File: config.mk
export PLATFORM = sky130hd
export DESIGN_NAME = uart_tx_arbiter_flat
export DESIGN_NICKNAME = d
export VERILOG_FILES = /design/src/rtl/uart_tx_arbiter_if.sv /design/src/rtl/uart_tx_arbiter.sv /design/src/flat_wrapper.sv
export SDC_FILE = /design/constraint.sdc
export NUM_CORES = 1
export LEC_CHECK = 0
export CAP_MARGIN = 25
export CORE_ASPECT_RATIO = 0.6
export CORE_UTILIZATION = 40
export DETAILED_ROUTE_END_ITERATION = 10
export MAX_ROUTING_LAYER = met4
export PLACE_DENSITY = 0.9
export SYNTH_ARGS = -nofsm -noshare
export SYNTH_HDL_FRONTEND = slang
export SYNTH_SLANG_ARGS = --single-unit
File: constraint.sdc
create_clock -name clk -period 5.78 [get_ports clk]
set_input_delay 1.445 -clock clk [delete_from_list [all_inputs] [get_ports clk]]
set_output_delay 1.445 -clock clk [all_outputs]
set_load 0.005 [all_outputs]
File: src/rtl/uart_tx_arbiter_if.sv
// uart_tx_arbiter_if
// Groups the requester handshake, the byte-transmitter link and the packet
// status signals of uart_tx_arbiter into one bundle.
//   master : the environment (requesters + transmitter) side
//   slave  : the arbiter side
// Signals:
//   req_valid / req_cmd / req_ready  requester command handshake
//   tx_data / tx_en / tx_done        byte transmitter link
//   pkt_done / pkt_id / busy         packet status
//   pkt_err                          timeout abort pulse (UART_ARB_TIMEOUT_EN only)
interface uart_tx_arbiter_if #(
  parameter int DATA_WIDTH  = 8,
  parameter int CMD_PKT_LEN = 16,
  parameter int NUM_REQ     = 4
) ();
  localparam int ID_W = $clog2(NUM_REQ);

  logic [NUM_REQ-1:0]             req_valid;
  logic [NUM_REQ*CMD_PKT_LEN-1:0] req_cmd;
  logic [NUM_REQ-1:0]             req_ready;
  logic [DATA_WIDTH-1:0]          tx_data;
  logic                           tx_en;
  logic                           tx_done;
  logic                           pkt_done;
  logic [ID_W-1:0]                pkt_id;
  logic                           busy;
`ifdef UART_ARB_TIMEOUT_EN
  logic                           pkt_err;

  modport master (
    output req_valid, req_cmd, tx_done,
    input  req_ready, tx_data, tx_en, pkt_done, pkt_id, busy, pkt_err
  );
  modport slave (
    input  req_valid, req_cmd, tx_done,
    output req_ready, tx_data, tx_en, pkt_done, pkt_id, busy, pkt_err
  );
`else
  modport master (
    output req_valid, req_cmd, tx_done,
    input  req_ready, tx_data, tx_en, pkt_done, pkt_id, busy
  );
  modport slave (
    input  req_valid, req_cmd, tx_done,
    output req_ready, tx_data, tx_en, pkt_done, pkt_id, busy
  );
`endif
endinterface

File: src/rtl/uart_tx_arbiter.sv
// uart_tx_arbiter
// Round-robin arbiter that accepts one command packet at a time from NUM_REQ
// requesters and sends it to a byte UART transmitter: the high byte always,
// the low byte only for write commands (cmd MSB = 1).
// Ports:
//   clk    system clock, rising edge
//   rst_n  asynchronous active-low reset
//   bus    uart_tx_arbiter_if.slave (requester handshake, tx link, status)
// Build option: define UART_ARB_TIMEOUT_EN to abort a byte that sees no
// tx_done edge within TIMEOUT_CYCLES clocks and report it on bus.pkt_err.
//
// state   | meaning
// IDLE    | waiting for a requester; req_ready driven to the RR winner
// SEND_HI | tx_en strobe with the command high byte
// WAIT_HI | waiting for tx_done edge after the high byte
// SEND_LO | tx_en strobe with the command low byte (writes only)
// WAIT_LO | waiting for tx_done edge after the low byte
module uart_tx_arbiter #(
  parameter int DATA_WIDTH     = 8,
  parameter int CMD_PKT_LEN    = 16,
  parameter int NUM_REQ        = 4,
  parameter int TIMEOUT_CYCLES = 100000
) (
  input  logic              clk,
  input  logic              rst_n,
  uart_tx_arbiter_if.slave  bus
);
  localparam int ID_W = $clog2(NUM_REQ);

  typedef enum logic [2:0] {
    IDLE    = 3'd0,
    SEND_HI = 3'd1,
    WAIT_HI = 3'd2,
    SEND_LO = 3'd3,
    WAIT_LO = 3'd4
  } state_e;

  state_e                 state_q, state_d;
  logic [CMD_PKT_LEN-1:0] cmd_q, cmd_d;
  logic [ID_W-1:0]        pkt_id_q, pkt_id_d;
  logic [ID_W-1:0]        rr_ptr_q, rr_ptr_d;
  logic                   tx_done_prev_q;
  logic                   edge_q, edge_d;

  logic                   grant_found;
  logic [ID_W-1:0]        grant_idx;
  logic [ID_W-1:0]        cand;
  logic [NUM_REQ-1:0]     req_ready;
  logic [DATA_WIDTH-1:0]  tx_data;
  logic                   tx_en;
  logic                   pkt_done;
  logic                   in_wait;
  logic                   timeout_hit;

  assign in_wait = (state_q == WAIT_HI) || (state_q == WAIT_LO);

  // Rises seen outside the wait states are dropped here so a stray tx_done
  // cannot complete a byte that has not been sent yet.
  assign edge_d = bus.tx_done && !tx_done_prev_q && in_wait;

  // Round-robin search from rr_ptr_q; NUM_REQ is a power of two so the
  // ID_W-bit sum wraps naturally.
  always_comb begin
    grant_found = 1'b0;
    grant_idx   = '0;
    cand        = '0;
    for (int k = 0; k < NUM_REQ; k++) begin
      cand = rr_ptr_q + ID_W'(k);
      if (!grant_found && bus.req_valid[cand]) begin
        grant_found = 1'b1;
        grant_idx   = cand;
      end
    end
  end

  always_comb begin
    req_ready = '0;
    if (state_q == IDLE && grant_found) req_ready[grant_idx] = 1'b1;
  end

  always_comb begin
    state_d  = state_q;
    cmd_d    = cmd_q;
    pkt_id_d = pkt_id_q;
    rr_ptr_d = rr_ptr_q;
    pkt_done = 1'b0;
    case (state_q)
      IDLE: begin
        if (grant_found) begin
          cmd_d    = bus.req_cmd[grant_idx*CMD_PKT_LEN +: CMD_PKT_LEN];
          pkt_id_d = grant_idx;
          rr_ptr_d = grant_idx + ID_W'(1);
          state_d  = SEND_HI;
        end
      end
      SEND_HI: state_d = WAIT_HI;
      WAIT_HI: begin
        if (edge_q) begin
          if (cmd_q[CMD_PKT_LEN-1]) begin
            state_d = SEND_LO;
          end else begin
            state_d  = IDLE;
            pkt_done = 1'b1;
          end
        end else if (timeout_hit) begin
          state_d = IDLE;
        end
      end
      SEND_LO: state_d = WAIT_LO;
      WAIT_LO: begin
        if (edge_q) begin
          state_d  = IDLE;
          pkt_done = 1'b1;
        end else if (timeout_hit) begin
          state_d = IDLE;
        end
      end
      default: state_d = IDLE;
    endcase
  end

  always_comb begin
    tx_en   = (state_q == SEND_HI) || (state_q == SEND_LO);
    tx_data = '0;
    case (state_q)
      SEND_HI, WAIT_HI: tx_data = DATA_WIDTH'(cmd_q[CMD_PKT_LEN-1:DATA_WIDTH]);
      SEND_LO, WAIT_LO: tx_data = cmd_q[DATA_WIDTH-1:0];
      default:          tx_data = '0;
    endcase
  end

  always_ff @(posedge clk or negedge rst_n) begin
    if (!rst_n) begin
      state_q        <= IDLE;
      cmd_q          <= '0;
      pkt_id_q       <= '0;
      rr_ptr_q       <= '0;
      tx_done_prev_q <= 1'b0;
      edge_q         <= 1'b0;
    end else begin
      state_q        <= state_d;
      cmd_q          <= cmd_d;
      pkt_id_q       <= pkt_id_d;
      rr_ptr_q       <= rr_ptr_d;
      tx_done_prev_q <= bus.tx_done;
      edge_q         <= edge_d;
    end
  end

`ifdef UART_ARB_TIMEOUT_EN
  // Down-counter loaded while sending so the first wait cycle holds
  // TIMEOUT_CYCLES-1; terminal count 0 marks the last allowed wait cycle.
  localparam int               TMR_W    = $clog2(TIMEOUT_CYCLES + 1);
  localparam logic [TMR_W-1:0] TMR_LOAD = TMR_W'(TIMEOUT_CYCLES - 1);

  logic [TMR_W-1:0] tmr_q, tmr_d;

  always_comb begin
    tmr_d = tmr_q;
    if (state_q == SEND_HI || state_q == SEND_LO) tmr_d = TMR_LOAD;
    else if (in_wait && tmr_q != '0)              tmr_d = tmr_q - TMR_W'(1);
  end

  always_ff @(posedge clk or negedge rst_n) begin
    if (!rst_n) tmr_q <= '0;
    else        tmr_q <= tmr_d;
  end

  assign timeout_hit = in_wait && (tmr_q == '0);
  assign bus.pkt_err = timeout_hit && !edge_q;
`else
  // Timeout depth has no effect when the abort feature is not built.
  logic unused_timeout_cfg;
  assign unused_timeout_cfg = (TIMEOUT_CYCLES != 0);
  assign timeout_hit        = 1'b0;
`endif

  assign bus.req_ready = req_ready;
  assign bus.tx_data   = tx_data;
  assign bus.tx_en     = tx_en;
  assign bus.pkt_done  = pkt_done;
  assign bus.pkt_id    = pkt_id_q;
  assign bus.busy      = (state_q != IDLE);
endmodule
File: src/flat_wrapper.sv
// flat-port wrapper written by rule: the top's interface ports become plain ports
module uart_tx_arbiter_flat 
#(
  parameter int DATA_WIDTH     = 8,
  parameter int CMD_PKT_LEN    = 16,
  parameter int NUM_REQ        = 4,
  parameter int TIMEOUT_CYCLES = 100000
)
  (clk, rst_n, bus_req_valid, bus_req_cmd, bus_tx_done, bus_req_ready, bus_tx_data, bus_tx_en, bus_pkt_done, bus_pkt_id, bus_busy);
  uart_tx_arbiter_if #(.DATA_WIDTH(DATA_WIDTH), .CMD_PKT_LEN(CMD_PKT_LEN), .NUM_REQ(NUM_REQ)) bus_i ();
  input  logic clk;
  input  logic rst_n;
  input wire logic [$bits(bus_i.req_valid)-1:0] bus_req_valid;
  input wire logic [$bits(bus_i.req_cmd)-1:0] bus_req_cmd;
  input wire logic [$bits(bus_i.tx_done)-1:0] bus_tx_done;
  output wire logic [$bits(bus_i.req_ready)-1:0] bus_req_ready;
  output wire logic [$bits(bus_i.tx_data)-1:0] bus_tx_data;
  output wire logic [$bits(bus_i.tx_en)-1:0] bus_tx_en;
  output wire logic [$bits(bus_i.pkt_done)-1:0] bus_pkt_done;
  output wire logic [$bits(bus_i.pkt_id)-1:0] bus_pkt_id;
  output wire logic [$bits(bus_i.busy)-1:0] bus_busy;
  assign bus_i.req_valid = bus_req_valid;
  assign bus_i.req_cmd = bus_req_cmd;
  assign bus_i.tx_done = bus_tx_done;
  assign bus_req_ready = bus_i.req_ready;
  assign bus_tx_data = bus_i.tx_data;
  assign bus_tx_en = bus_i.tx_en;
  assign bus_pkt_done = bus_i.pkt_done;
  assign bus_pkt_id = bus_i.pkt_id;
  assign bus_busy = bus_i.busy;
  uart_tx_arbiter #(.DATA_WIDTH(DATA_WIDTH), .CMD_PKT_LEN(CMD_PKT_LEN), .NUM_REQ(NUM_REQ), .TIMEOUT_CYCLES(TIMEOUT_CYCLES)) u_core (.clk(clk), .rst_n(rst_n), .bus(bus_i));
endmodule
Word level (Yosys, flattened, before mapping):

Cells that the tools add are included.

* register bits after elaboration: 25
* input port bits: 71
* logic and storage cells: 72

* $add $sub $neg: 4
* magnitude comparators: 6
* equality and inequality tests: 7
* shift operators: 1
* mux-type cells: 29
* reductions and logical operators: 19

Operators by type and width (count)
* 64-bit by 7-bit variable part select with 16-bit output: 1
* 8-bit one-hot mux with 2 select lines: 1
* 2-bit by 3-bit less-than comparator with 1-bit output (second input constant): 5
* 3-bit one-hot mux with 5 select lines: 1
* 1-bit two-way mux: 12
* 2-bit two-way mux: 5
* 3-bit two-way mux: 3
* 1-bit binary-select mux with 2-bit select: 4
* 1-bit logical AND: 7
* 3-bit by 2-bit == test with 1-bit output (second input constant): 2
* 2-bit by 1-bit inequality test with 1-bit output (second input constant): 3
* 2-bit by 1-bit adder with 2-bit output (second input constant): 2
* 2-bit adder (second input constant): 2
* 1-bit zero test: 4
* 4-bit two-way mux: 1
* 2-bit OR reduction: 2
* 3-bit by 1-bit == test with 1-bit output (second input constant): 1
* 3-bit == test (second input constant): 1
* 3-bit zero test: 1
* 3-bit AND reduction: 1
* 3-bit nonzero test: 1
* 1-bit demux with 2-bit select: 1
* 2-bit by 1-bit greater-or-equal comparator with 1-bit output (second input constant): 1
* 1-bit logical OR: 2
* other kinds (2): 2

Longest topological paths before layout:

Gate-level depths: netlist of run 1.

* word-level depth: 17
* depth in mapped cells: 7
* depth with buffers taken out: 5

Worst setup path before layout of run 1:

Ideal clock, no wire load.

* path kind: input port to output port
* from: in bus_req_valid[2]
* to: out bus_req_ready[1]
* data arrival time: 2.513 ns
* data required time: 4.335 ns
* slack: 1.822 ns
* cell stages on the path: 6
* buffers on the path: 2
* path through: a22o_1 -> a211o_1 -> buf_6 -> buf_6 -> nor2_1 -> and2_1

* longest elaborated chain between the ends: 17
* elaborated cells on any way between the ends: 29
* classes of those cells: 2 x order compare; 19 x mux; 8 x reduce/logical

Ends and longest elaborated chain
* start, declared: line flat_wrapper.sv:13 `input wire logic [$bits(bus_i.req_valid)-1:0] bus_req_valid;`
* 1-bit binary-select mux with 2-bit select: line uart_tx_arbiter.sv:69 `if (!grant_found && bus.req_valid[cand]) begin`
* 1-bit two-way mux (implied by the code): line uart_tx_arbiter.sv:69
* 1-bit two-way mux: line uart_tx_arbiter.sv:69
* 1-bit zero test: line uart_tx_arbiter.sv:69
* 1-bit logical AND: line uart_tx_arbiter.sv:69
* 1-bit two-way mux: line uart_tx_arbiter.sv:69
* 1-bit zero test: line uart_tx_arbiter.sv:69
* 1-bit logical AND: line uart_tx_arbiter.sv:69
* 1-bit two-way mux: line uart_tx_arbiter.sv:69
* 1-bit zero test: line uart_tx_arbiter.sv:69
* 1-bit logical AND: line uart_tx_arbiter.sv:69
* 2-bit two-way mux: line uart_tx_arbiter.sv:69
* 2-bit by 3-bit less-than comparator with 1-bit output (implied by the code) or 2-bit by 1-bit greater-or-equal comparator with 1-bit output (tied branches): line uart_tx_arbiter.sv:78 `if (state_q == IDLE && grant_found) req_ready[grant_idx] = 1'b1;`
* 1-bit logical AND (implied by the code): line uart_tx_arbiter.sv:78
* 1-bit two-way mux (implied by the code): line uart_tx_arbiter.sv:78
* 1-bit demux with 2-bit select
* 4-bit two-way mux (*): line uart_tx_arbiter.sv:78
* end, declared: line flat_wrapper.sv:16 `output wire logic [$bits(bus_i.req_ready)-1:0] bus_req_ready;`

Mark *: on every way between the ends. The rest lies on a longest branch, timed or not. The select of a mux whose other input is x is not followed.

Worst setup path after layout of run 1:

Same ends and word-level chain as after synthesis.

==> results of run 1 <==
==> flip-flops by register name (all words and copies together), names as in the netlist <==
name / flops
u_core.edge_q: 1
u_core.tx_done_prev_q: 1
u_core.cmd_q: 16
u_core.rr_ptr_q: 2
u_core.bus.pkt_id: 2
u_core.state_q: 3
==> routing by layer <==
layer  vias to the layer above  routed length (µm)  GRT usage (%)
met5                         -                   0              -
met4                         0                  27           3.33
met3                         6                 474           6.08
met2                        93                2160           36.0
met1                       793                2240           30.7
li1                        841                   -              -
==> report_power, final <==
group          internal (mW)  switching [mW]  leakage, nW  total [mW]
Sequential             0.256          0.0991        0.309       0.355
Combinational          0.352           0.295        0.813       0.647
Clock                 0.0484          0.0581       0.0255       0.106
Total                  0.657           0.452         1.15        1.11
==> cell usage in the layout, fill, tap and decap left out, drive strengths merged <==
cell type,synthesis,routed
a211o,1,1
a21o,3,3
a21oi,8,8
a22o,1,1
a22oi,7,7
a31oi,1,1
and2,1,1
and3b,2,2
buf,9,2
clkbuf,5,3
clkdlybuf4s50,0,87
clkinv,0,1
dfrtp,25,25
inv,3,3
mux2,7,7
mux2i,32,32
nand2,29,29
nand2b,5,5
nand3,2,2
nor2,7,7
nor2b,3,3
nor3,2,2
nor3b,1,1
o21ai,11,11
o221ai,16,16
o31ai,1,1
or2,1,1
or3,1,1
xnor2,1,1
==> per-stage QoR <==
step	utilization [%]	power, mW
after global placement	62.9	0.978
after detailed placement	63.6	1.00
after floorplan	-	0.763
after global routing	64.7	1.19
final	64.7	1.11
after CTS	64.7	1.11
==> cells by family (layout without fill, tap and decap cells) <==
kind of cell / after synthesis / after routing
compound gates: 49 / 49
xor+xnor: 1 / 1
buf+inv: 17 / 96
flops: 25 / 25
mux: 39 / 39
simple gates: 54 / 54
==> worst max-delay path, stage by stage <==
cell and delay [ns]:
clkdlybuf4s50_1 0.47, a22o_1 0.26, a211o_2 0.54, nor2_1 0.24
and2_1 0.15, clkdlybuf4s50_1 0.49
==> worst paths after layout <==
kind | startpoint | end | slack (ns) | cells past startpoint
min in group asynchronous | rst_n | u_core.state_q[2] | 1.55 | 1
worst max-delay path | bus_req_valid[2] | bus_req_ready[1] | 0.74 | 6
max in group asynchronous | rst_n | u_core.cmd_q[0] | 3.74 | 2
worst min-delay path | u_core.bus.pkt_id[0] | u_core.bus.pkt_id[0] | 0.49 | 1
worst max register to register | u_core.state_q[1] | u_core.cmd_q[14] | 3.60 | 4
worst min register to register | u_core.bus.pkt_id[0] | u_core.bus.pkt_id[0] | 0.49 | 1
==> final cells by class <==
class                   instances  area (µm²)  share of cell area [%]
inverters                       3        11.3                   0.422
multi-input cells             143        1000                    37.6
flip-flops and latches         25         626                    23.5
clock buffers                   3        41.3                    1.55
well taps                      60        75.1                    2.81
repair buffers                 89         906                    34.0
clock inverters                 1        5.00                   0.188
==> impl_metrics.py, run 1 <==
metrics = {
    "run_status": {
        "status": "completed",
    },
    "timing": {
        "finalSetupViolCount": 0,
        "tightest_slew_ns": 0.639,
        "setup_tns_ns": 0,
        "fin_hold_ws_ns": 0.486,
        "final_max_slew_viol_count": 0,
        "slew_headroom_pct": 57.3,
        "period_share_pct": 87.2,
        "setup_ws_ns": 0.739,
        "final_hold_viol_count": 0,
        "finalClockSkew_ns": 0.00577,
        "period_needed_ns": 5.04,
        "rsz0062_at_grt": "false",
        "fmax_mhz": 198,
    },
    "detailed_routing": {
        "vias": 1733,
        "initialDrtViolationCount": 161,
        "drt-total-wl_um": 4900,
        "first_pass_iters": 4,
        "drc_errors": 0,
        "vias_per_cell": 5.35,
        "antenna_left": 0,
        "wl_per_cell_um": 15.1,
    },
    "synthesis": {
        "synth_ff_type": "dfrtp_1",
        "synth-edff-count": 0,
        "synth_top_cell_area_share_pct": 36.1,
        "syn_area_um2": 1730,
        "synth_compound_area_share_pct": 19.8,
        "synthMostInstantiatedCell": "mux2i_1",
        "ys_async_sr_fraction_pct": 100,
        "yosysTopAreaCell": "dfrtp_1",
        "netlist_top_cells_count": "32 x mux2i_1, 28 x nand2_1, 25 x dfrtp_1, 16 x o221ai_1, 11 x o21ai_0",
        "synthXorXnorAreaFrac_pct": 0.505,
        "synth_cells": 185,
        "synth.area.top_cells": "dfrtp_1 36%, mux2i_1 18%, o221ai_1 8.1%",
        "synth_adder_area_share_pct": 0,
        "synth_top_family_by_area": "multiplexers",
        "synth-simple-area-share_pct": 14.5,
        "syn_nets": 256,
        "ys_warn_count": 0,
        "yosys-mux-area-fraction_pct": 23.0,
        "synth_cell_types": 31,
        "ys_ff_latch": 25,
        "syn_area_per_cell_um2": 9.37,
        "ys_seq_area_share_pct": 36.1,
    },
    "finish": {
        "finalNonFillerCells": 324,
        "drive_gt1_share_pct": 6.06,
        "fillers": 350,
        "nNetsFinal": 336,
        "fin_area_um2": 2670,
        "n_antenna_cell": 0,
        "area_growth_pct": 53.9,
    },
    "cts": {
        "cts_tree": "yes",
        "clkLatencyLatePin_ns": 0.28,
        "htree_levels": 1,
        "clock-root-buffer": "clkbuf_8",
        "clk_pin_slew_ns": 0.09,
        "numCtsBuffers": 3,
        "clock_sinks": 25,
        "cts_max_path_buffers": 2,
        "post-cts-setup-buffers": 0,
        "hold_buffers": 0,
        "cts.repair.resized": 0,
    },
    "placement": {
        "pre_cts_ws_ns": 0.737,
        "io_buffers": 87,
        "placed_cell_area_um2": 2620,
        "gp_congestion": 0.780,
        "dp_hpwl_um": 3730,
        "dp.cells": 320,
    },
    "global_routing": {
        "grt_max_degree": 27,
        "first_global_vias": 1614,
        "grt_first_pass_wirelength_um": 7730,
        "grt_overflow": 0,
        "antenna_found_initial": 0,
        "track_usage_pct": 23.0,
    },
    "critical_path": {
        "timing.critical_path.fanout_max": 20,
        "worstSetupStartpointType": "input port",
        "crit_required_ns": 4.34,
        "critPathKind": "in2out",
        "arrival_ns": 3.60,
        "end_kind": "output port",
    },
    "power_and_ir_drop": {
        "power_leakage_nw": 1.15,
        "power_density_nw_per_um2": 416,
        "ir_drop_mv": 0.182,
    },
    "die": {
        "start_util_pct": 42.0,
        "core-area_um2": 4120,
        "row_count": 18,
        "die_area_um2": 4610,
        "fp.dieH_um": 53.0,
        "ios": 88,
        "die_w_um": 87.0,
    },
    "min_path": {
        "hp-class": "reg2reg",
    },
    "run": {
        "maxCapViolations": 0,
    },
}
Note: power is estimated with default switching activity, not from simulation.
==> run 2: changes to the inputs <==
Settings changed: HOLD_SLACK_MARGIN set to 0.1, MAX_ROUTING_LAYER met4 to not set.
==> run 2 against run 1 <==
Net effect: clock power is essentially flat; register-to-register slack barely moved; sequential cell count is the same; via count hardly changed; clock skew decreased by 0.0012 ns; hold slack worse by 0.0022 ns; fmax hardly changed; final cell count unchanged; setup slack improved by 0.0046 ns; highest routed layer unchanged; first-iteration DRC count down 1.2%; core utilization unchanged; critical path type unchanged; non-clock buffer count did not move.
==> impl_metrics.py, run 2 (same netlist as run 1, synthesis figures left out) <==
metrics = {
    "run_status": {
        "status": "completed",
    },
    "cts": {
        "numCtsBuffers": 3,
        "post-cts-setup-buffers": 0,
        "cts_tree": "yes",
        "cts_max_path_buffers": 2,
        "cts.repair.resized": 0,
        "clk_pin_slew_ns": 0.08,
        "hold_buffers": 0,
        "clock-root-buffer": "clkbuf_8",
        "htree_levels": 1,
        "clkLatencyLatePin_ns": 0.27,
        "clock_sinks": 25,
    },
    "finish": {
        "nNetsFinal": 336,
        "final_cell_mix": "87 x clkdlybuf4s50_1, 32 x mux2i_1, 28 x nand2_1",
        "largest_reg_flops": 16,
        "drive_gt1_share_pct": 6.06,
        "area_growth_pct": 53.9,
        "reg_top3": "u_core.cmd_q x16, u_core.state_q x3",
        "n_antenna_cell": 0,
        "final_common_cell": "clkdlybuf4s50_1",
        "largest-register": "u_core.cmd_q",
    },
    "critical_path": {
        "critPathLaunch": "bus_req_valid[2]",
        "critPathKind": "in2out",
        "worstSetupStartpointType": "input port",
        "end_kind": "output port",
        "crit_slowest_cell": "a211o_2",
        "timing.critical_path.fanout_max": 20,
        "path_common_cell": "clkdlybuf4s50_1",
        "critPathMaxStageDelay_ns": 0.53,
        "critPathCapture": "bus_req_ready[1]",
        "r2r_setup_slack_ns": 3.61,
        "arrival_ns": 3.59,
        "crit_path_cell_trace": "clkdlybuf4s50_1 -> a22o_1 -> a211o_2 -> nor2_1 -> and2_1 -> clkdlybuf4s50_1",
        "crit_required_ns": 4.34,
        "worstRegToRegCells": 4,
        "r2r-start": "u_core.state_q[0]",
        "worstReg2RegEnd": "u_core.cmd_q[14]",
    },
    "timing": {
        "fin_hold_ws_ns": 0.484,
        "rsz0062_at_grt": "false",
        "period_needed_ns": 5.04,
        "tightest_slew_ns": 0.639,
        "period_share_pct": 87.1,
        "finalClockSkew_ns": 0.00455,
        "finalSetupViolCount": 0,
        "setup_tns_ns": 0,
        "final_hold_viol_count": 0,
        "final_max_slew_viol_count": 0,
        "slew_headroom_pct": 57.3,
        "fmax_mhz": 199,
    },
    "detailed_routing": {
        "drc_errors": 0,
        "initialDrtViolationCount": 159,
        "drt-total-wl_um": 4870,
        "vias": 1732,
        "wl_per_cell_um": 15.0,
        "first_pass_iters": 4,
        "antenna_left": 0,
        "vias_per_cell": 5.35,
    },
    "run": {
        "maxCapViolations": 0,
    },
    "min_path": {
        "hold_depth": 1,
        "hp-class": "reg2reg",
    },
    "power_and_ir_drop": {
        "finalPower_mw": 1.11,
        "power_leakage_nw": 1.15,
        "power_frac_seq_pct": 32.2,
        "comb_power_share_pct": 58.4,
        "power_density_nw_per_um2": 414,
        "p_sw_mw": 0.449,
        "clockPowerShare_pct": 9.4,
        "swShare_pct": 40.6,
        "power.internal_mw": 0.657,
        "ir_drop_mv": 0.182,
    },
    "global_routing": {
        "antenna_found_initial": 0,
        "grt_first_pass_wirelength_um": 7740,
        "grt_overflow": 0,
        "track_usage_pct": 22.3,
        "grt_max_degree": 27,
        "first_global_vias": 1610,
    },
    "die": {
        "die_area_um2": 4610,
        "ios": 88,
        "core-area_um2": 4120,
        "row_count": 18,
        "die_w_um": 87.0,
        "fp.dieH_um": 53.0,
        "start_util_pct": 42.0,
    },
    "placement": {
        "dp_hpwl_um": 3730,
        "gp_congestion": 0.769,
        "io_buffers": 87,
    },
}
## run 2: cell counts in the layout (fill, tap and decap cells not counted)
No cell type changed its count.
## run 2: routing by layer
| layer | track usage (%) | vias to the layer above | part of all wire, % |
|---|---|---|---|
| met2 | 35.8 | 88 | 44 |
| met1 | 30.2 | 799 | 45 |
| met4 | 3.33 | 0 | 0.29 |
| li1 | - | 843 | - |
| met3 | 6.86 | 2 | 11 |
| met5 | 0 | - | 0 |
## run 2: final cells by class
cell class                      count  area, µm²
Fill cell                         350       1450
Clock inverter                      1       5.00
Sequential cell                    25        626
Inverter                            3       11.3
Clock buffer                        3       41.3
Multi-Input combinational cell    143       1000
Timing Repair Buffer               89        906
Tap cell                           60       75.1
## run 2: worst min path at each step
stage          slack (ns)                    to                   from
6_report             0.48  u_core.bus.pkt_id[0]   u_core.bus.pkt_id[0]
4_1_cts              0.49  u_core.bus.pkt_id[0]   u_core.bus.pkt_id[0]
3_5_place_dp         0.47  u_core.bus.pkt_id[0]   u_core.bus.pkt_id[0]
5_1_grt              0.52  u_core.bus.pkt_id[0]   u_core.bus.pkt_id[0]
2_1_floorplan        0.45         u_core.edge_q  u_core.tx_done_prev_q
3_3_place_gp         0.46  u_core.bus.pkt_id[1]   u_core.bus.pkt_id[1]
## run 2: stage by stage
| stage | util [%] | std cells | cell area [µm²] | setup slack [ns] |
|---|---|---|---|---|
| after floorplan | - | 185 | 1730 | 1.82 |
| final | 64.7 | 324 | 2670 | 0.744 |
| after CTS | 64.7 | 324 | 2670 | 0.736 |
| after global routing | 64.7 | 324 | 2670 | 0.581 |
| after global placement | 62.9 | 319 | 2590 | 0.800 |
| after detailed placement | 63.6 | 320 | 2620 | 0.737 |
## run 2: power groups by stage
stage / Combinational [mW] / Clock, mW / Sequential (mW)
6_report: 0.646 / 0.104 / 0.356
5_1_grt: 0.711 / 0.112 / 0.367
4_1_cts: 0.650 / 0.106 / 0.351
3_5_place_dp: 0.646 / 0 / 0.354
3_3_place_gp: 0.626 / 0 / 0.352
2_1_floorplan: 0.460 / 0 / 0.304
## run 2: critical path: cells and delay by family
family          cells  cell delay, ns
buf+inv             2            0.96
compound gates      2            0.79
simple gates        2            0.39
==> run 3: changes to the inputs <==
Settings changed: ABC_AREA set to 1, PLACE_DENSITY 0.9 to 0.87.
Clock period 5.78 ns to 6.3 ns, I/O delays scaled along.
==> run 3 against run 2 <==
Net effect: sequential cell count unchanged; core utilization down 1.8 points; power up 59%; combinational power up 110%; die area up 14%; critical endpoint is now bus_req_ready[0]; highest routed layer unchanged.
==> impl_metrics.py, run 3 <==
metrics = {
    "die": {
        "start_util_pct": 42.6,
        "die_area_um2": 5260,
        "fp.dieH_um": 56.6,
        "ios": 88,
        "core-area_um2": 4660,
        "die_w_um": 93.0,
        "row_count": 19,
    },
    "synthesis": {
        "syn_nets": 385,
        "synth.area.top_cells": "dfrtp_1 32%, nand2_1 23%, nand3_1 14%",
        "ys_async_sr_fraction_pct": 100,
        "synthMostInstantiatedCell": "nand2_1",
        "synth_top_family_by_area": "simple AND/OR/NAND/NOR gates",
        "synth_cell_types": 24,
        "synth_ff_type": "dfrtp_1",
        "netlist_top_cells_count": "121 x nand2_1, 56 x nand3_1, 32 x nand4_1, 25 x dfrtp_1, 18 x inv_1",
        "synth_adder_area_share_pct": 0,
        "ys_seq_area_share_pct": 31.5,
        "yosysTopAreaCell": "dfrtp_1",
        "ys_warn_count": 0,
        "synth-edff-count": 0,
        "synthXorXnorAreaFrac_pct": 0,
        "synth_top_cell_area_share_pct": 31.5,
        "syn_area_per_cell_um2": 6.32,
        "yosys-mux-area-fraction_pct": 0,
        "synth_cells": 314,
        "ys_ff_latch": 25,
        "synth_compound_area_share_pct": 4.98,
        "synth-simple-area-share_pct": 53.4,
        "syn_area_um2": 1990,
    },
    "global_routing": {
        "first_global_vias": 2370,
        "grt_overflow": 0,
        "grt_first_pass_wirelength_um": 10800,
        "track_usage_pct": 25.6,
        "grt_max_degree": 35,
        "antenna_found_initial": 0,
    },
    "cts": {
        "clk_pin_slew_ns": 0.08,
        "cts_tree": "yes",
        "clkLatencyLatePin_ns": 0.27,
        "post-cts-setup-buffers": 0,
        "cts_max_path_buffers": 2,
        "htree_levels": 1,
        "numCtsBuffers": 3,
        "hold_buffers": 0,
        "cts.repair.resized": 0,
        "clock_sinks": 25,
        "clock-root-buffer": "clkbuf_8",
    },
    "finish": {
        "final_common_cell": "nand2_1",
        "area_growth_pct": 47.8,
        "largest_reg_flops": 16,
        "largest-register": "u_core.cmd_q",
        "n_antenna_cell": 0,
        "drive_gt1_share_pct": 5.61,
        "regArea_um2": 626,
        "multi_input_area_um2": 1160,
        "final_cell_mix": "121 x nand2_1, 87 x clkdlybuf4s50_1, 56 x nand3_1",
        "nNetsFinal": 464,
        "reg_top3": "u_core.cmd_q x16, u_core.state_q x3",
        "fillers": 414,
    },
    "run": {
        "maxCapViolations": 0,
    },
    "timing": {
        "setup_tns_ns": 0,
        "finalClockSkew_ns": 0.00343,
        "tightest_slew_ns": 0.833,
        "rsz0062_at_grt": "false",
        "period_needed_ns": 5.63,
        "fmax_mhz": 177,
        "slew_headroom_pct": 44.0,
        "final_max_slew_viol_count": 0,
        "finalSetupViolCount": 0,
        "period_share_pct": 89.4,
        "final_hold_viol_count": 0,
        "fin_hold_ws_ns": 0.404,
    },
    "critical_path": {
        "critPathLaunch": "bus_req_valid[0]",
        "critPathKind": "in2out",
        "crit_required_ns": 4.72,
        "end_kind": "output port",
        "r2r-start": "u_core.rr_ptr_q[0]",
        "worstSetupStartpointType": "input port",
        "timing.critical_path.fanout_max": 22,
        "arrival_ns": 4.06,
    },
    "min_path": {
        "min_from": "u_core.tx_done_prev_q",
        "hp-class": "reg2reg",
    },
    "power_and_ir_drop": {
        "power_leakage_nw": 1.41,
        "finalPower_mw": 1.76,
        "power_density_nw_per_um2": 599,
        "ir_drop_mv": 0.469,
    },
    "placement": {
        "gp_congestion": 0.910,
        "dp_hpwl_um": 5090,
        "io_buffers": 87,
    },
    "detailed_routing": {
        "drc_errors": 0,
        "first_pass_iters": 4,
        "antenna_left": 0,
        "vias": 2486,
        "vias_per_cell": 5.46,
        "drt-total-wl_um": 6670,
        "initialDrtViolationCount": 187,
        "wl_per_cell_um": 14.7,
    },
    "run_status": {
        "status": "completed",
    },
}
[run 3: final timing paths]
| check | cells after the start | slack (ns) | end |
|---|---|---|---|
| max | 12 | 0.67 | bus_req_ready[0] |
| min | 1 | 0.40 | u_core.edge_q |
| max reg2reg | 13 | 3.72 | u_core.cmd_q[3] |
| min reg2reg | 1 | 0.40 | u_core.edge_q |
| max in group asynchronous | 2 | 4.31 | u_core.edge_q |
| min in group asynchronous | 1 | 1.57 | u_core.cmd_q[9] |
[run 3: cell type report]
cell class | count | area share (%)
Multi-Input combinational cell | 248 | 39.5
Inverter | 22 | 2.99
Sequential cell | 25 | 21.3
Clock buffer | 3 | 1.41
Timing Repair Buffer | 93 | 31.9
Tap cell | 63 | 2.69
Clock inverter | 1 | 0.171
[run 3: per-layer routing]
| layer | global-route usage, % | vias up | wire (µm) |
|---|---|---|---|
| met5 | 0 | - | 0 |
| met4 | 1.76 | 0 | 51 |
| li1 | - | 1209 | - |
| met2 | 44.6 | 133 | 3160 |
| met3 | 5.01 | 10 | 602 |
| met1 | 34.3 | 1134 | 2860 |
[run 3: logic make-up (layout without fill, tap and decap cells)]
logic type	after synthesis	after routing
AOI/OAI and AO/OA	18	18
buffers and inverters	41	119
DFF	25	25
and+or+nand+nor	230	230
[run 3: critical path, cell delays in order]
cell and delay, ns:
clkdlybuf4s50_1 0.50, inv_1 0.07, nand2_1 0.09, nand3_1 0.10
nand2_1 0.15, nor2_4 0.07, nand3_4 0.07, nand2_2 0.22
inv_2 0.38, nand2_1 0.18, nor2_1 0.13, clkdlybuf4s50_1 0.52
[run 3: power breakdown]
part           internal [mW]  switching, mW  total [mW]
logic                  0.504          0.857        1.36
clock network         0.0442         0.0498      0.0941
registers              0.245         0.0579       0.303
total                  0.793          0.965        1.76
[run 3: stage by stage]
step,instance area (µm²),utilization (%),setup slack [ns],std cells
2_1_floorplan,1990,-,2.05,314
3_3_place_gp,2860,61.4,0.898,450
3_5_place_dp,2890,62.0,0.718,451
4_1_cts,2930,63.0,0.705,455
5_1_grt,2930,63.0,0.498,455
6_report,2930,63.0,0.666,455
==> variant 1 (config.mk and constraints of run 1) <==
`DATA_WIDTH` is set to 8 in 3 places; all go to 10.
--- a/src/rtl/uart_tx_arbiter_if.sv
+++ b/src/rtl/uart_tx_arbiter_if.sv
@@ -11,3 +11,3 @@
 interface uart_tx_arbiter_if #(
-  parameter int DATA_WIDTH  = 8,
+  parameter int DATA_WIDTH  = 10,
   parameter int CMD_PKT_LEN = 16,
--- a/src/rtl/uart_tx_arbiter.sv
+++ b/src/rtl/uart_tx_arbiter.sv
@@ -18,3 +18,3 @@
 module uart_tx_arbiter #(
-  parameter int DATA_WIDTH     = 8,
+  parameter int DATA_WIDTH     = 10,
   parameter int CMD_PKT_LEN    = 16,
--- a/src/flat_wrapper.sv
+++ b/src/flat_wrapper.sv
@@ -3,3 +3,3 @@
 #(
-  parameter int DATA_WIDTH     = 8,
+  parameter int DATA_WIDTH     = 10,
   parameter int CMD_PKT_LEN    = 16,
Ports: changed (resized bus_tx_data); port bits go from 88 to 90. The function was not compared with the original's and may differ.
==> variant 1 against run 1 <==
- count of clock-buffer cells in the layout grew 1
- wire length down 6.0%
- sequential cell count unchanged
- setup slack better by 0.12 ns
- total power rose by 4.9%
- final area grew 1.6%
- largest power group unchanged
- first-iteration DRC count down 62%
- critical path type unchanged
- sequential share of layout area shrank 0.38 points
- synthesized area rose by 1.8%
- fmax increased by 2.5%
==> variant 1: results (changes against run 1) <==
| Metric | Value |
|---|---|
| Layout Nets | `340 (+1.2%)` |
| Worst-Skew Late Latency | `0.26 ns (-0.02 ns)` |
| Relative slew slack | `0.619 (+0.0456)` |
| Outcome | `completed` |
| Routed vias | `1,756 (+1.3%)` |
| Share of cells above drive strength 1 | `0.0896 (+0.0289)` |
| Placer congestion estimate | `0.813 (+4.3%)` |
| GRT Total Usage | `0.216 (-0.0135)` |
| Arr. time, crit path | `3.47 ns (-0.13 ns)` |
| DPL Wire Length | `3.62 mm (-2.9%)` |
| Post-synthesis sequential area ratio | `0.355 (-0.00640)` |
| Average wire per standard cell | `14.1 um (-7.1%)` |
| Cell variety after synth | `40 (+29%)` |
| Port bufs | `89 (+2.3%)` |
| Via-to-Cell Ratio | `5.35 (about the same)` |
| Largest fanout on the critical path | `22 (+10%)` |
| P_leak | `1.14 nW (-0.62%)` |
| Dpl cells | `324 (+1.3%)` |
| Area contributors post-synth | `dfrtp_1 (35%), mux2i_1 (18%), o221ai_1 (6.5%), nand2_1 (6.2%), mux2_2 (3.8%)` |
| Peak VDD IR | `183 uV (+0.33%)` |
| Reg2reg path depth | `6 (+2)` |
| Largest net degree at the start of global routing | `33 (+22%)` |
| Fill cell count | `333 (-4.9%)` |
| Xor/xnor cell area share of the yosys netlist | `0.00496 (-0.0000896)` |
| WHS Path Cells | `3 (+2)` |
| Post-place setup slack | `0.858 ns (+0.121 ns)` |
| First-pass GRT wire length | `7.45 mm (-3.7%)` |
==> variant 1: final cells by class <==
| cell class | count | share of cell area |
|---|---|---|
| tap | 60 | 0.0277 |
| inverter | 3 | 0.00415 |
| clock buffer | 4 | 0.0166 |
| multi-input combinational | 144 | 0.381 |
| sequential | 25 | 0.231 |
| timing repair buffer | 92 | 0.340 |
==> variant 1: critical path: stages <==
cell and delay, ns:
clkdlybuf4s50_1 0.49, nor4_1 0.54, or2_0 0.18, buf_4 0.25
nor3_1 0.08, clkdlybuf4s50_1 0.47
==> variant 1: power by group through the flow <==
| stage | Combinational, mW | Sequential (mW) | Clock (mW) |
|---|---|---|---|
| CTS | 0.712 | 0.355 | 0.104 |
| detailed placement | 0.708 | 0.357 | 0 |
| finish | 0.705 | 0.358 | 0.101 |
| global placement | 0.695 | 0.353 | 0 |
| global route | 0.776 | 0.371 | 0.112 |
| floorplan | 0.510 | 0.306 | 0 |
==> variant 1: path summary, 6_finish.rpt <==
| path | startpoint | to | slack (ns) |
|---|---|---|---|
| min in group asynchronous | rst_n | u_core.cmd_q[15] | 1.54 |
| max reg2reg | u_core.rr_ptr_q[0] | u_core.cmd_q[3] | 3.86 |
| min reg2reg | u_core.tx_done_prev_q | u_core.edge_q | 0.49 |
| max | bus_req_valid[1] | bus_req_ready[2] | 0.86 |
| max in group asynchronous | rst_n | u_core.cmd_q[7] | 3.75 |
| min | u_core.tx_done_prev_q | u_core.edge_q | 0.49 |
==> variant 1: metal layers <==
metal,track usage,wire [um],up-vias
met5,-,0,-
met2,0.357,2050,82
met4,0.0328,29,0
met3,0.0546,387,5
li1,-,-,848
met1,0.276,2140,821
==> variant 2 (settings of run 1) <==
Made on the original files. Re-encode `state_e` (5 states) as Gray code, 3 bits wide.
--- a/src/rtl/uart_tx_arbiter.sv
+++ b/src/rtl/uart_tx_arbiter.sv
@@ -30,7 +30,7 @@
   typedef enum logic [2:0] {
-    IDLE    = 3'd0,
-    SEND_HI = 3'd1,
-    WAIT_HI = 3'd2,
-    SEND_LO = 3'd3,
-    WAIT_LO = 3'd4
+    IDLE    = 3'b000,
+    SEND_HI = 3'b001,
+    WAIT_HI = 3'b011,
+    SEND_LO = 3'b010,
+    WAIT_LO = 3'b110
   } state_e;
Formal check against the unedited RTL: no difference found for any inputs over 10 cycles, from zero or initial values and one cycle with rst_n low; not proved beyond that.
==> variant 2 against run 1 <==
- sequential power decreased by 9.6%
- total power decreased by 7.2%
- synthesized area up 4.5%
- final cell count up 4.6%
- setup slack got worse by 0.070 ns
- worst hold slack got worse by 0.074 ns
- final area rose by 2.4%
- wire length rose by 4.8%
- sequential cell count is the same
==> variant 2: results (changes against run 1) <==
| Metric | Value |
|---|---|
| Outcome | `completed` |
| Crit-path slowest cell | `clkdlybuf4s50_1` |
| Skew final | `0.00174 ns (-0.00403 ns)` |
| Worst-Skew Late Latency | `0.27 ns` |
| Ys async rst share | `1.00 (unchanged)` |
| Layout Nets | `351 (+4.5%)` |
| Placer congestion estimate | `0.829 (+6.3%)` |
| Count of final setup violators | `0 (unchanged)` |
| R2R Setup Slk | `3.80 ns (+0.20 ns)` |
| RR Startpoint | `u_core.rr_ptr_q[1]` |
| Worst reg2reg endpoint | `u_core.cmd_q[11]` |
| Clock Tree Buf Depth | `2 (unchanged)` |
| Met2 Resource Use GR | `0.414 (+0.0545)` |
| Post-synthesis sequential area ratio | `0.346 (-0.0155)` |
| First-pass GRT wire length | `8.40 mm (+8.7%)` |
| Largest net degree at the start of global routing | `39 (+44%)` |
| Routed vias | `1,889 (+9.0%)` |
| Arr. time, crit path | `3.67 ns (+0.07 ns)` |
| Peak VDD IR | `154 uV (-15%)` |
| Synthesized area per cell | `9.01 um^2 (-3.8%)` |
| Worst setup path start | `bus_req_valid[2]` |
| Post-synth top cells | `nand2_1 (28), dfrtp_1 (25), mux2i_1 (17)` |
| Area contributors post-synth | `dfrtp_1 (35%), mux2i_1 (9.4%), a211o_1 (7.7%), o211ai_1 (6.6%), nand2_1 (5.8%)` |
| H-tree levels | `1 (unchanged)` |
| GRT met1 Usage | `0.291 (-0.0164)` |
| DPL Wire Length | `4.05 mm (+8.6%)` |
| Largest fanout on the critical path | `18 (-10%)` |
| GRT Total Usage | `0.238 (+0.00782)` |
| Share of cells above drive strength 1 | `0.0502 (-0.0104)` |
| CP max stage delay | `0.51 ns (-0.03 ns)` |
| Average wire per standard cell | `15.2 um (+0.12%)` |
| DR iter-0 viols | `183 (+14%)` |
| Vias in the first global route | `1,837 (+14%)` |
| M3 GR Usage | `0.0613 (+0.000507)` |
| P_leak | `1.09 nW (-5.1%)` |
| Actual slew at the worst max-slew pin | `0.645 ns (+0.00668 ns)` |
| Mapped Nets | `272 (+6.3%)` |
## variant 2: area by class of cell
type	instances	area [um^2]
Sequential cell	25	626
Clock inverter	1	5.00
Clock buffer	3	41.3
Fill cell	361	1480
Inverter	3	11.3
Timing Repair Buffer	90	913
Multi-Input combinational cell	157	1060
Tap cell	60	75.1
## variant 2: kinds of logic after synthesis
kind of cell    share of synthesized area
mux                                0.0940
simple gates                        0.178
flops                               0.346
xor+xnor                          0.00968
buf+inv                            0.0684
compound gates                      0.305
## variant 2: power by group
group / total [mW] / switching, mW / internal [mW]
Clock: 0.103 / 0.0545 / 0.0482
Combinational: 0.605 / 0.302 / 0.303
Sequential: 0.321 / 0.0684 / 0.253
## variant 2: worst min path at each step
stage,from,end,slack [ns],cells after the start
2_1_floorplan,u_core.tx_done_prev_q,u_core.edge_q,0.38,1
6_report,u_core.tx_done_prev_q,u_core.edge_q,0.41,1
3_3_place_gp,u_core.tx_done_prev_q,u_core.edge_q,0.39,1
5_1_grt,u_core.tx_done_prev_q,u_core.edge_q,0.44,1
3_5_place_dp,u_core.tx_done_prev_q,u_core.edge_q,0.40,1
4_1_cts,u_core.tx_done_prev_q,u_core.edge_q,0.42,1
## variant 2: metrics by stage
step	power (mW)	hold WS [ns]	utilization	instance area [um^2]	setup slack [ns]
after floorplan	0.712	0.384	-	1810	1.86
after detailed placement	0.928	0.403	0.638	2690	0.672
after global routing	1.12	0.437	0.649	2730	0.457
after CTS	1.03	0.415	0.649	2730	0.663
after global placement	0.907	0.390	0.631	2660	0.727
final	1.03	0.412	0.649	2730	0.669
## variant 2: metal layers
| metal | vias to the layer above | routed length [um] |
|---|---|---|
| met4 | 0 | 20 |
| li1 | 902 | - |
| met3 | 4 | 430 |
| met2 | 87 | 2520 |
| met5 | - | 0 |
| met1 | 896 | 2170 |
